[src/rtl/cache_pkg.sv]
// Shared definitions for the direct-mapped write-back data cache:
// controller state encoding, line geometry and address-field positions.
package cache_pkg;

    typedef enum logic [1:0] {
        COMPARE   = 2'd0,
        WRITEBACK = 2'd1,
        ALLOCATE  = 2'd2
    } cache_state_t;

    localparam int WORDS_PER_LINE = 4;
    localparam int WORD_W         = 32;
    localparam int LINE_W         = WORDS_PER_LINE * WORD_W;  // 128
    localparam int ADDR_W         = 32;
    localparam int LADDR_W        = 28;                       // line address = addr[31:4]
    localparam int OFS_LSB        = 2;                        // word offset = addr[3:2]
    localparam int OFS_W          = 2;
    localparam int IDX_LSB        = 4;                        // index starts at addr[4]

endpackage

[src/rtl/dcache_ctrl_fsm.sv]
// Cache controller: COMPARE/WRITEBACK/ALLOCATE sequencing, memory handshake
// strobes, CPU stall generation and the memory-latency watchdog.
module dcache_ctrl_fsm
    import cache_pkg::*;
#(
    parameter int MEM_LAT_MAX = 0
) (
    input  logic         clk,
    input  logic         rst,
    input  logic         i_req,
    input  logic         i_hit,
    input  logic         i_victim_dirty,
    input  logic         i_mem_ready,
    output cache_state_t o_state,
    output logic         o_mem_read,
    output logic         o_mem_write,
    output logic         o_proc_stall,
    output logic         o_err_timeout,
    output logic         o_fill,
    output logic         o_wb_done
);

    // Counter only needs to reach MEM_LAT_MAX-1; it saturates there.
    localparam int              WD_W    = (MEM_LAT_MAX > 1) ? $clog2(MEM_LAT_MAX) : 1;
    localparam logic [WD_W-1:0] WD_LAST = (MEM_LAT_MAX > 0) ? WD_W'(MEM_LAT_MAX - 1) : '0;
    localparam bit              WD_EN   = (MEM_LAT_MAX > 0);

    cache_state_t    r_state;
    logic            r_mem_read;
    logic            r_mem_write;
    logic [WD_W-1:0] r_wd_cnt;
    logic            r_err;
    logic            w_wd_expired;

    assign w_wd_expired = WD_EN && (r_wd_cnt == WD_LAST);

    // State register, registered handshake strobes and watchdog in one block.
    always_ff @(posedge clk) begin
        if (rst) begin
            r_state     <= COMPARE;
            r_mem_read  <= 1'b0;
            r_mem_write <= 1'b0;
            r_wd_cnt    <= '0;
            r_err       <= 1'b0;
        end else begin
            case (r_state)
                COMPARE: begin
                    if (i_req && !i_hit) begin
                        r_wd_cnt <= '0;
                        if (i_victim_dirty) begin
                            r_state     <= WRITEBACK;
                            r_mem_write <= 1'b1;
                        end else begin
                            r_state    <= ALLOCATE;
                            r_mem_read <= 1'b1;
                        end
                    end
                end
                WRITEBACK: begin
                    if (i_mem_ready) begin
                        // Victim written; go straight on to fetch the new line.
                        r_state     <= ALLOCATE;
                        r_mem_write <= 1'b0;
                        r_mem_read  <= 1'b1;
                        r_wd_cnt    <= '0;
                    end else if (w_wd_expired) begin
                        r_err <= 1'b1;
                    end else begin
                        r_wd_cnt <= r_wd_cnt + 1'b1;
                    end
                end
                ALLOCATE: begin
                    if (i_mem_ready) begin
                        r_state    <= COMPARE;
                        r_mem_read <= 1'b0;
                    end else if (w_wd_expired) begin
                        r_err <= 1'b1;
                    end else begin
                        r_wd_cnt <= r_wd_cnt + 1'b1;
                    end
                end
                default: begin
                    r_state     <= COMPARE;
                    r_mem_read  <= 1'b0;
                    r_mem_write <= 1'b0;
                end
            endcase
        end
    end

    assign o_state       = r_state;
    assign o_mem_read    = r_mem_read;
    assign o_mem_write   = r_mem_write;
    assign o_err_timeout = r_err;
    // A miss must stall in the very cycle it is seen, so this is combinational.
    assign o_proc_stall  = (r_state != COMPARE) | (i_req & ~i_hit);
    // mem_ready only means something in the two waiting states.
    assign o_fill        = (r_state == ALLOCATE)  & i_mem_ready;
    assign o_wb_done     = (r_state == WRITEBACK) & i_mem_ready;

endmodule

[src/rtl/dcache_wb.sv]
// Direct-mapped, write-back, write-allocate data cache. Holds the
// tag/valid/dirty/data arrays and the hit and word-select datapath; the
// sequencing lives in dcache_ctrl_fsm.
module dcache_wb
    import cache_pkg::*;
#(
    parameter int LINES       = 8,
    parameter int MEM_LAT_MAX = 0
) (
    input  logic                clk,
    input  logic                rst,
    input  logic                proc_read,
    input  logic                proc_write,
    input  logic [ADDR_W-1:0]   proc_addr,
    input  logic [WORD_W-1:0]   proc_wdata,
    output logic [WORD_W-1:0]   proc_rdata,
    output logic                proc_stall,
    output logic                mem_read,
    output logic                mem_write,
    output logic [LADDR_W-1:0]  mem_addr,
    output logic [LINE_W-1:0]   mem_wdata,
    input  logic [LINE_W-1:0]   mem_rdata,
    input  logic                mem_ready,
    output logic                err_timeout
);

    localparam int IDX_W = $clog2(LINES);
    localparam int TAG_W = LADDR_W - IDX_W;

    logic [TAG_W-1:0]  r_tag   [LINES];
    logic [LINE_W-1:0] r_data  [LINES];
    logic [LINES-1:0]  r_valid;
    logic [LINES-1:0]  r_dirty;

    logic [OFS_W-1:0]  w_ofs;
    logic [IDX_W-1:0]  w_idx;
    logic [TAG_W-1:0]  w_tag;
    logic              w_req;
    logic              w_hit;
    logic              w_victim_dirty;
    logic              w_wr_hit;
    logic              w_fill;
    logic              w_wb_done;
    logic              w_addr_unused;
    cache_state_t      w_state;
    logic [LINE_W-1:0] w_line;
    logic [WORD_W-1:0] w_words [WORDS_PER_LINE];

    assign w_ofs         = proc_addr[IDX_LSB-1:OFS_LSB];
    assign w_idx         = proc_addr[IDX_LSB +: IDX_W];
    assign w_tag         = proc_addr[ADDR_W-1 -: TAG_W];
    assign w_addr_unused = ^proc_addr[OFS_LSB-1:0];

    assign w_req          = proc_read | proc_write;
    assign w_hit          = r_valid[w_idx] && (r_tag[w_idx] == w_tag);
    assign w_victim_dirty = r_valid[w_idx] & r_dirty[w_idx];
    // A simultaneous read+write is handled as a write.
    assign w_wr_hit       = (w_state == COMPARE) & proc_write & w_hit;

    dcache_ctrl_fsm #(
        .MEM_LAT_MAX (MEM_LAT_MAX)
    ) u_ctrl (
        .clk            (clk),
        .rst            (rst),
        .i_req          (w_req),
        .i_hit          (w_hit),
        .i_victim_dirty (w_victim_dirty),
        .i_mem_ready    (mem_ready),
        .o_state        (w_state),
        .o_mem_read     (mem_read),
        .o_mem_write    (mem_write),
        .o_proc_stall   (proc_stall),
        .o_err_timeout  (err_timeout),
        .o_fill         (w_fill),
        .o_wb_done      (w_wb_done)
    );

    // Line selected by the current index, split into words for the read mux.
    assign w_line = r_data[w_idx];
    for (genvar gi = 0; gi < WORDS_PER_LINE; gi++) begin : g_word
        assign w_words[gi] = w_line[gi*WORD_W +: WORD_W];
    end

    assign proc_rdata = ((w_state == COMPARE) && proc_read && w_hit) ? w_words[w_ofs] : '0;

    // Write-back address comes from the stored tag; fill address from the CPU.
    assign mem_addr  = (w_state == WRITEBACK) ? {r_tag[w_idx], w_idx} : proc_addr[ADDR_W-1:IDX_LSB];
    assign mem_wdata = w_line;

    // Data and tag storage: line fill from memory or single-word store merge.
    always_ff @(posedge clk) begin
        if (!rst) begin
            if (w_fill) begin
                r_data[w_idx] <= mem_rdata;
                r_tag[w_idx]  <= w_tag;
            end else if (w_wr_hit) begin
                r_data[w_idx][{w_ofs, 5'd0} +: WORD_W] <= proc_wdata;
            end
        end
    end

    // Valid/dirty bookkeeping; reset invalidates every line.
    always_ff @(posedge clk) begin
        if (rst) begin
            r_valid <= '0;
            r_dirty <= '0;
        end else if (w_fill) begin
            r_valid[w_idx] <= 1'b1;
            r_dirty[w_idx] <= 1'b0;
        end else if (w_wb_done) begin
            r_dirty[w_idx] <= 1'b0;
        end else if (w_wr_hit) begin
            r_dirty[w_idx] <= 1'b1;
        end
    end

endmodule

[config.mk]
export PLATFORM = sky130hd
export DESIGN_NAME = dcache_wb
export DESIGN_NICKNAME = d
export VERILOG_FILES = /design/src/rtl/cache_pkg.sv /design/src/rtl/dcache_ctrl_fsm.sv /design/src/rtl/dcache_wb.sv
export SDC_FILE = /design/constraint.sdc
export NUM_CORES = 1
export LEC_CHECK = 0
export BUFFER_PORTS_ARGS = -buffer_cell sky130_fd_sc_hd__buf_2
export CORE_MARGIN = 2
export CORE_UTILIZATION = 45
export DETAILED_ROUTE_END_ITERATION = 10
export MAX_ROUTING_LAYER = met4
export PLACE_DENSITY_LB_ADDON = 0.05
export SLEW_MARGIN = 20
export SYNTH_ARGS = -nofsm -noshare
export SYNTH_HDL_FRONTEND = slang
export SYNTH_SLANG_ARGS = --single-unit
[constraint.sdc]
create_clock -name clk -period 7.55 [get_ports clk]
set_input_delay 1.1325 -clock clk [delete_from_list [all_inputs] [get_ports clk]]
set_output_delay 1.1325 -clock clk [all_outputs]
set_load 0.02 [all_outputs]
# After elaboration in Yosys (flattened, before gate mapping)
# Memories as Yosys holds them, arrays and structs flattened.
# Cells that the tools add are included.
[op_classes] addsub=1 magnitude_cmp=3 eq_ne=8 shifts=2 muxes=162 bitwise_logic=143 n_reduce_logical=12
[ops] cell="$mux W1" count=143
[ops] cell="$or A1 B1 Y1" count=130
[ops] cell="$mux W128" count=1
[ops] cell="$shift A32 B9 Y128 const A" count=1
[ops] cell="$shiftx A32 B9 Y128" count=1
[ops] cell="$mux W32" count=3
[ops] cell="$bmux W32 S2" count=1
[ops] cell="$mux W28" count=1
[ops] cell="$eq A25 B25 Y1" count=1
[ops] cell="$mux W8" count=3
[ops] cell="$or A8 B8 Y8" count=2
[ops] cell="$neg A7 Y9" count=1
[ops] cell="$and A8 B8 Y8" count=1
[ops] cell="$mux W2" count=4
[ops] cell="$not A8 Y8" count=1
[ops] cell="$reduce_and A4 Y1" count=2
[ops] cell="$and A1 B1 Y1" count=6
[ops] cell="$bmux W1 S3" count=2
[ops] cell="$ne A2 B2 Y1 const B" count=3
[ops] cell="$pmux W1 S3" count=2
[ops] cell="$pmux W2 S3" count=1
[ops] cell="$logic_and A1 B1 Y1" count=5
[ops] cell="$lt A3 B4 Y1 const B" count=1
[ops] cell="$ne A2 B1 Y1 const B" count=2
[ops] cell="other kinds (12)" count=13
[totals] ff_bits=20 ram_bits=1224 output_inout_bits=192 elab_cells=338 n_memories=2
[mem_list] name="r_data" depth=8 width=128 read_ports=1 rd_ports_with_merged_regs=0 wr=1 line="dcache_wb.sv:31" text="logic [LINE_W-1:0] r_data [LINES];"
[mem_list] name="r_tag" depth=8 width=25 read_ports=1 rd_ports_with_merged_regs=0 wr=1 line="dcache_wb.sv:30" text="logic [TAG_W-1:0] r_tag [LINES];"

# Logic depth before layout (Yosys ltp)
# Gate-level depths: netlist of run 1.
[depth] ltp_word=9 mapped_depth=16

# Modules after synthesis
# A second synthesis of run 1 with hierarchy kept.
[unflattened] hier_cells=2957 area_unflattened_um2=49348.6
[by_module_without_submodules] mod="dcache_wb" n_inst=1 cells_each=2926 area_each_um2=49107.1 seq_area_each_um2=37075.6
[by_module_without_submodules] mod="dcache_ctrl_fsm" n_inst=1 cells_each=31 area_each_um2=241.5 seq_area_each_um2=80.1

# Least setup slack after synthesis of run 1
# OpenSTA, ideal clock, no wires.
[synth_path] kind="input port to flip-flop" from="input proc_addr[6]" to="memory r_data[0][100] (netlist name), enable pin" arrival_time_ns=5.324 required_ns=7.118 path_slack_ns=1.794 path_stages=14 path_buffers=6 path_cell_list="buf_2 > buf_4 > buf_4 > buf_2 > mux4_2 > mux2i_1 > xnor2_1 > a211oi_1 > o2111ai_1 > nor4_4 > buf_4 > nand3_4 > buf_4 > a21oi_1"
[synth_between] elab_chain_cells=9
[synth_rtl] element="from (decl)" line="dcache_wb.sv:14" text="input logic [ADDR_W-1:0] proc_addr,"
[synth_rtl] element="$mem_v2 Z8 W25 or $bmux W1 S3 (tied branches)"
[synth_rtl] element="$eq A25 B25 Y1 or $mux W1 (tied branches)" line="dcache_wb.sv:55" text="assign w_hit = r_valid[w_idx] && (r_tag[w_idx] == w_tag);"
[synth_rtl] element="$logic_and A1 B1 Y1" line="dcache_wb.sv:55"
[synth_rtl] element="$and A1 B1 Y1" line="dcache_wb.sv:58" text="assign w_wr_hit = (w_state == COMPARE) & proc_write & w_hit;"
[synth_rtl] element="$mux W1" line="dcache_wb.sv:96" text="end else if (w_wr_hit) begin"
[synth_rtl] element="$mux W1" line="dcache_wb.sv:93" text="if (w_fill) begin"
[synth_rtl] element="$mux W1" line="dcache_wb.sv:92" text="if (!rst) begin"
[synth_rtl] element="$mux W128 (not written as such)" line="dcache_wb.sv:97" text="r_data[w_idx][{w_ofs, 5'd0} +: WORD_W] <= proc_wdata;"
[synth_rtl] element="$or A1 B1 Y1 (no line)"
[synth_rtl] element="to (decl)" line="dcache_wb.sv:31"
# Several ways; a longest one is shown, not always the timed one. The select of a mux whose other input is x is not followed.

# Worst setup path after layout of run 1
[layout_path] from="input proc_addr[4]" to="output proc_rdata[18]"
[layout_between] elab_chain_cells=5
[layout_rtl] element="$mem_v2 Z8 W25, or another cell as far along"
[layout_rtl] element="$eq A25 B25 Y1, or another cell as far along" line="dcache_wb.sv:55"
[layout_rtl] element="$logic_and A1 B1 Y1 or $mux W32 (tied branches)" line="dcache_wb.sv:55, dcache_wb.sv:84"
[layout_rtl] element="$logic_and A1 B1 Y1 or $mux W32 (tied branches)" line="dcache_wb.sv:84" text="assign proc_rdata = ((w_state == COMPARE) && proc_read && w_hit) ? w_words[w_ofs] : '0;"
[layout_rtl] element="$mux W32 *" line="dcache_wb.sv:84"
[layout_rtl] element="to (decl)" line="dcache_wb.sv:16" text="output logic [WORD_W-1:0] proc_rdata,"
# Mark *: on every way between the ends. The rest lies on a longest branch, timed or not. The select of a mux whose other input is x is not followed.

==> results of run 1 <==
==> stage by stage <==
step	hold slack (ps)	total power [mW]	util [%]	setup WS [ps]	std cells
after detailed placement	437.6	8.986	49.45	1243	4850
after CTS	451.8	15.17	53.18	1291	5087
after global placement	426.9	8.968	49.45	1257	4850
after global routing	466.3	15.49	53.20	1152	5090
after floorplan	420.8	8.378	-	1794	3056
final	451.9	15.09	53.20	1293	5090
==> power by group <==
part           leakage, nW  switching [mW]  internal (mW)
Sequential            11.2          0.0102           7.63
Clock                 2.03            2.64           3.60
Combinational         7.83           0.857          0.350
==> critical path: stages <==
cell and delay [ps]:
buf_6 520, buf_4 450, nor2b_4 340, buf_4 540
a211oi_1 150, o21ai_0 850, mux4_2 530, nor2b_1 240
buf_2 210
==> logic make-up after synthesis <==
kind of cell | share of synthesized area [%]
AND/OR/NAND/NOR | 4.123
multiplexers | 9.426
adder cells (fa/ha/maj) | 0.1447
flip-flops | 74.07
AO/OA/AOI/OAI | 9.099
other | 0.007476
buffers and inverters | 2.901
XOR/XNOR | 0.2270
==> cell usage in the layout (no fill, tap or decap), drive strengths merged, types with 39 or more instances in the layout <==
cell type,n
clkinv,49
mux2,63
inv,149
nor2b,39
clkbuf,174
edfxtp,1224
a21oi,100
mux2i,253
nand3,50
a221oi,75
a221o,47
a22o,71
nand2,217
o21ai,86
mux4,66
nor2,67
buf,507
a22oi,169
==> metal layers <==
layer  vias to the layer above  track usage [%]
met3                       233            5.829
met2                      1650            49.51
met5                         -                -
li1                      13020                -
met1                     16340            41.41
met4                         0            10.54
==> registers in the layout, summed over array words and instances, names as in the netlist, named ones only <==
| signal | flops |
|---|---|
| r_valid | 8 |
| r_tag | 200 |
| u_ctrl.o_mem_read | 1 |
| r_data | 1024 |
| u_ctrl.o_state | 2 |
| u_ctrl.o_mem_write | 1 |
==> path summary, 6_finish.rpt <==
| kind | start | to | slack, ps | depth (start not counted) |
|---|---|---|---|---|
| setup / recovery | proc_addr[4] | proc_rdata[18] | 1290 | 9 |
| hold / removal | r_valid[5]$_SDFFE_PP0P_ | r_valid[5]$_SDFFE_PP0P_ | 450 | 1 |
| setup reg to reg | r_tag[2][24]$_DFFE_PP_ | r_data[6][93]$_DFFE_PP_ | 2810 | 9 |
| hold reg to reg | r_valid[5]$_SDFFE_PP0P_ | r_valid[5]$_SDFFE_PP0P_ | 450 | 1 |
==> Yosys cell counts, types with 20 or more instances <==
master    count
a211oi_1     21
a22o_1       71
mux2_2       62
a221o_1      47
nand3_1      48
a22oi_1     169
mux2i_1     253
edfxtp_1   1224
nor2_1       66
inv_1       142
mux4_2       66
nor2b_1      39
nand4_1      22
nand2_1     217
dfxtp_1      20
buf_2        37
o21ai_0      86
clkbuf_1    124
a221oi_1     75
buf_1        21
a21oi_1     100
==> cell type report <==
cell class	count	area, um^2
Clock inverter	63	505.5
Fill cell	9094	51800
Sequential cell	1244	37160
Multi-Input combinational cell	1468	12090
Tap cell	1488	1862
Clock buffer	174	3631
Antenna cell	3	7.507
Timing Repair Buffer	507	3080
Inverter	143	536.8
==> summary.txt, run 1 <==
Run status
  • Outcome: finished, final reports clean

Logic synthesis
  • Sequential share of the synthesized area: 74.07%
  • Post-synth EDFFs: 1,224
  • Top area cells in the synthesized netlist: edfxtp_1, mux2i_1, mux4_2, a22oi_1, nand2_1
  • Synth Flop Type: edfxtp_1
  • Yosys top cell area share: 73.27%
  • Synth Instances: 3,056
  • Synth warn: 0
  • Distinct cells, synth: 68
  • Synth Cell Area: 50,160 um^2
  • FFs w/ async S/R, synth: 0%
  • Synth Net Count: 3,258
  • Yosys reg bits: 1,244
  • Area leader, netlist: edfxtp_1
  • Synth Area per Inst: 16.41 um^2

CTS
  • Num CTS Buffers: 134
  • TritonCTS clock tree: done
  • Clock Tree Root: clkbuf_16
  • Cts repair resizes: 0
  • CTS H-tree lvls: 4
  • Worst-case clock buffer depth: 3
  • Reg clk slew, reported paths: 60 ps
  • Worst-Skew Late Latency: 750 ps
  • Post-CTS setup buffer count: 0
  • CTS sink cnt: 1,244
  • Post-CTS Hold Fix Bufs: 0

Run
  • Max-cap check violation count: 0

Timing
  • Rel. slew slack: 15.97%
  • Final Cycle Share: 82.87%
  • Fin crit period: 6257 ps
  • Slew @ Worst Pin: 1255 ps
  • Endpoints failing hold: 0
  • Achievable Freq: 159.8 MHz
  • Unrepaired setup endpoints after global routing: false
  • Worst Skew: 25.78 ps
  • Final Setup Violations: 0
  • Slew Limit Fails: 0
  • Final setup TNS: 0 ps

Worst setup path
  • Crit Path Class: input port to output port
  • Crit path arrival time: 5120 ps
  • Startpoint types: input port
  • Setup crit end kind: output port
  • Data required, critical path: 6420 ps
  • CP Max Fanout: 62

Drt
  • Metal2 WL: 84,600 um
  • Highest routed layer: met4
  • Routed WL per cell: 34.41 um
  • Drt first pass iters: 5
  • DRT antenna net count: 0
  • Vias/cell: 6.138
  • Routed WL: 175,200 um
  • Drt drc: 0
  • Initial DRC count: 3,826
  • M1 wire length: 69,540 um
  • DR WL met3: 15,280 um
  • Via count: 31,240

Placed design
  • Port bufs: 385
  • Placement Cell Area: 54,720 um^2
  • GPL Wtd Cong: 0.8576
  • Post-DP HPWL: 110,000 um

GRT
  • Largest net degree at the start of global routing: 87
  • Grt ovf: 0
  • All-Layer GR Usage: 31.46%
  • Vias in the first global route: 30,180
  • Initial antenna violation count: 11
  • Global-route wire length before repair: 238,300 um

Floorplan
  • Initial Util: 45.33%
  • I/O Pins: 389
  • Die area: 114,200 um^2
  • Die height: 337.9 um
  • Die width: 337.9 um
  • Floorplan row count: 122
  • Core area: 110,700 um^2

Pwr
  • PD cells: 256.3 nW/um^2
  • Peak supply drop: 205.7 uV
  • Leakage: 21.03 nW

Final layout
  • Layout cell share with drive strength beyond 1: 24.67%
  • Fin nets: 3,700
  • Design area: 58,870 um^2
  • Area grow syn2layout: 17.36%

Min path
  • Hold crit path type: register to register
Note: power is estimated with default switching activity, not from simulation.
==> inputs of run 2 (changes only) <==
Settings changed: ABC_AREA set to 1.
Clock period 7.55 ns to 5.9 ns, I/O delays scaled along.
==> run 2 against run 1 <==
Combinational power increased by 31%. Critical endpoint is now proc_rdata[3]. Clock power increased by 27%. Clock skew about the same. Sequential power is 28% higher. Critical path type unchanged. Utilization is 0.26 points higher. Largest power group unchanged. Register-to-register slack got worse by 650 ps. Worst setup slack lost 620 ps. Global-route usage rose by 1.6 points. Critical path depth increased by 2. First-iteration DRC count is 16% higher. Total power increased by 28%. Non-clock buffer count grew 25.
==> summary.txt, run 2 <==
Final layout
  • Filler cells: 9,648 (+6.1%)
  • Area of the multi-input gates: 11,960 um^2 (-1.1%)
  • Register area: 37,160 um^2 (unchanged)
  • Regs by FF count: r_data: 1024 flops, r_tag: 200 flops, r_valid: 8 flops
  • Top reg by flops: r_data
  • Layout cell share with drive strength beyond 1: 17.45% (-7.2 points)
  • Fin nets: 4,595 (+24%)
  • Area grow syn2layout: 17.48% (about the same)
  • Commonest non-fill, non-tap cell in the layout: edfxtp_1
  • Finished Layout Cells: 5,988 (+18%)
  • Commonest non-fill, non-tap cells in the layout: edfxtp_1, nand2_1, buf_2
  • Number of flip-flops in the largest register: 1,024 (unchanged)

Placed design
  • Port bufs: 385 (unchanged)
  • GPL Wtd Cong: 0.8799 (+2.6%)
  • Post-place setup slack: 756.6 ps (-486.1 ps)
  • Post-DP HPWL: 121,700 um (+11%)
  • Inst Count DP: 5,744 (+18%)

Floorplan
  • Die height: 339.2 um (+0.40%)
  • Core area: 111,100 um^2 (+0.41%)
  • Initial Util: 45.51% (+0.18 points)
  • I/O Pins: 389 (unchanged)
  • Die area: 115,100 um^2 (+0.80%)
  • Die width: 339.2 um (+0.40%)
  • Floorplan row count: 122 (unchanged)

Timing
  • Final worst slack: 676.5 ps (-616.5 ps)
  • Fin crit period: 5224 ps
  • Unrepaired setup endpoints after global routing: false
  • Final Setup Violations: 0 (unchanged)
  • Final Cycle Share: 88.53%
  • Achievable Freq: 191.4 MHz
  • Slew Limit Fails: 0 (unchanged)
  • Final setup TNS: 0 ps (unchanged)
  • Rel. slew slack: 27.38% (+11 points)
  • Endpoints failing hold: 0 (unchanged)
  • Worst Skew: 25.70 ps (-0.08150 ps)
  • Slew @ Worst Pin: 1087 ps (-168.2 ps)

CTS
  • Clock Tree Root: clkbuf_16
  • Num CTS Buffers: 135 (+0.75%)
  • CTS H-tree lvls: 4 (unchanged)
  • TritonCTS clock tree: done
  • Post-CTS setup buffer count: 0 (unchanged)
  • Reg clk slew, reported paths: 60 ps (about the same)
  • Post-CTS Hold Fix Bufs: 0 (unchanged)
  • Worst-Skew Late Latency: 750 ps (about the same)
  • Cts repair resizes: 0 (unchanged)
  • CTS sink cnt: 1,244 (unchanged)
  • Worst-case clock buffer depth: 3 (unchanged)

Run status
  • Outcome: finished, final reports clean

Drt
  • M1 wire length: 78,780 um (+13%)
  • Drt first pass iters: 6 (+1)
  • DRT antenna net count: 0 (unchanged)
  • Metal2 WL: 84,670 um (about the same)
  • Via count: 35,820 (+15%)
  • Routed WL per cell: 31.40 um (-8.7%)
  • Initial DRC count: 4,434 (+16%)
  • Drt drc: 0 (unchanged)
  • Routed WL: 188,000 um (+7.4%)
  • Vias/cell: 5.982 (-2.5%)
  • DR WL met3: 17,970 um (+18%)
  • Highest routed layer: met4

Logic synthesis
  • Synth Area per Inst: 12.75 um^2 (-22%)
  • FFs w/ async S/R, synth: 0% (unchanged)
  • Synth Flop Type: edfxtp_1
  • Synth Net Count: 4,167 (+28%)
  • Commonest cells post-synth: edfxtp_1, nand2_1, inv_1
  • Sequential share of the synthesized area: 73.47% (-0.60 points)
  • Yosys reg bits: 1,244 (unchanged)
  • Top area cells in the synthesized netlist: edfxtp_1, nand2_1, a221oi_1, a22o_1, nand3_1
  • Area leader, netlist: edfxtp_1
  • Yosys top cell area share: 72.68% (-0.59 points)
  • Most numerous cell in the Yosys netlist: edfxtp_1
  • Post-synth EDFFs: 1,224 (unchanged)
  • Synth Cell Area: 50,570 um^2 (+0.81%)
  • Distinct cells, synth: 40 (-41%)
  • Synth Instances: 3,965 (+30%)
  • Synth warn: 0 (unchanged)

Worst setup path
  • Worst path cell trace: buf_4 > buf_12 > nand2_1 > buf_4 > inv_6 > buf_4 > a221oi_1 > nand3_1 > o211ai_1 > a21oi_1 > buf_2
  • Data required, critical path: 5020 ps (-1400 ps)
  • CP delay by family, top: buffers and inverters
  • Crit path arrival time: 4340 ps (-780 ps)
  • Crit Path Class: input port to output port
  • Crit-path slowest cell: a21oi_1
  • Worst path buffer plus inverter count: 6 (+2)
  • CP Max Fanout: 109 (+76%)
  • Slowest cell delay on critical path: 600 ps (-250 ps)
  • Setup crit end kind: output port
  • Critical Path Most Common Cell: buf_4
  • Startpoint types: input port

Min path
  • Hold crit path type: input port to register

GRT
  • Grt ovf: 0 (unchanged)
  • Vias in the first global route: 32,840 (+8.8%)
  • All-Layer GR Usage: 33.07% (+1.6 points)
  • Global-route wire length before repair: 257,700 um (+8.1%)
  • Largest net degree at the start of global routing: 110 (+26%)
  • Initial antenna violation count: 7 (-4)

Run
  • Max-cap check violation count: 0 (unchanged)

Pwr
  • PD cells: 324.3 nW/um^2 (+27%)
  • Peak supply drop: 221.8 uV (+7.9%)
  • Leakage: 21.95 nW (+4.4%)
[run 2: cell types whose count changed after synthesis, moves of 78 or more]
cell      change
nand3_1     +166
inv_1        +90
a221oi_1    +102
nand2_1     +815
nor2_1      +129
a22o_1       +78
a22oi_1      -97
mux2i_1     -253
[run 2: layout make-up]
type                            count  area share, %
Antenna cell                        7        0.02949
Clock buffer                      170          6.104
Clock inverter                     67         0.7414
Inverter                          238          1.575
Multi-Input combinational cell   2242          20.14
Sequential cell                  1244          62.54
Tap cell                         1488          3.134
Timing Repair Buffer              532          5.733
[run 2: logic make-up after synthesis]
| logic type | synth area share [%] |
|---|---|
| other | 0.007416 |
| and+or+nand+nor | 12.71 |
| AOI/OAI and AO/OA | 9.875 |
| buffers and inverters | 3.795 |
| DFF | 73.47 |
| adders and majority gates | 0.1237 |
| xor gates and xnor gates | 0.01732 |
[run 2: final timing paths]
check,startpoint,slack (ps),cells after the start,end
setup reg to reg,r_tag[2][4]$_DFFE_PP_,2160,16,r_data[3][122]$_DFFE_PP_
hold reg to reg,register,460,2,register
setup / recovery,proc_addr[4],680,11,proc_rdata[3]
hold / removal,rst,420,2,u_ctrl.o_state[0]$_SDFFE_PP0P_
[run 2: per-stage QoR]
step / utilization [%] / total power, mW / hold slack [ps] / area (um^2)
5_1_grt: 53.45 / 19.75 / 400.0 / 59400
3_5_place_dp: 49.78 / 11.51 / 448.7 / 55320
3_3_place_gp: 49.76 / 11.50 / 443.1 / 55300
4_1_cts: 53.44 / 19.31 / 369.6 / 59390
2_1_floorplan: - / 10.72 / 428.1 / 50570
6_report: 53.46 / 19.26 / 424.8 / 59410
[run 2: power by group]
part           switching [mW]  leakage [nW]  internal [mW]
logic                    1.19          8.79          0.385
registers              0.0125          11.2           9.76
clock network            3.40          1.99           4.51
total                    4.61          22.0           14.7
[run 2: worst register-to-register path, cell delays in order, from the launching register on]
cell and delay (ps):
edfxtp_1 340, or2_1 210, nand3_1 70, nand2_1 80
nor2_1 270, o21ai_0 130, a21oi_1 170, nand2_1 80
nor2_1 110, nand2_1 70, nor2_2 190, buf_4 260
nand4_4 390, buf_4 420, buf_4 230, nand2_1 160
nand2_1 240
[run 2: routing by layer]
layer,global-route usage (%),vias up
met4,11.26,0
met2,48.81,2013
met1,46.09,18100
li1,-,15410
met3,6.373,298
met5,-,-
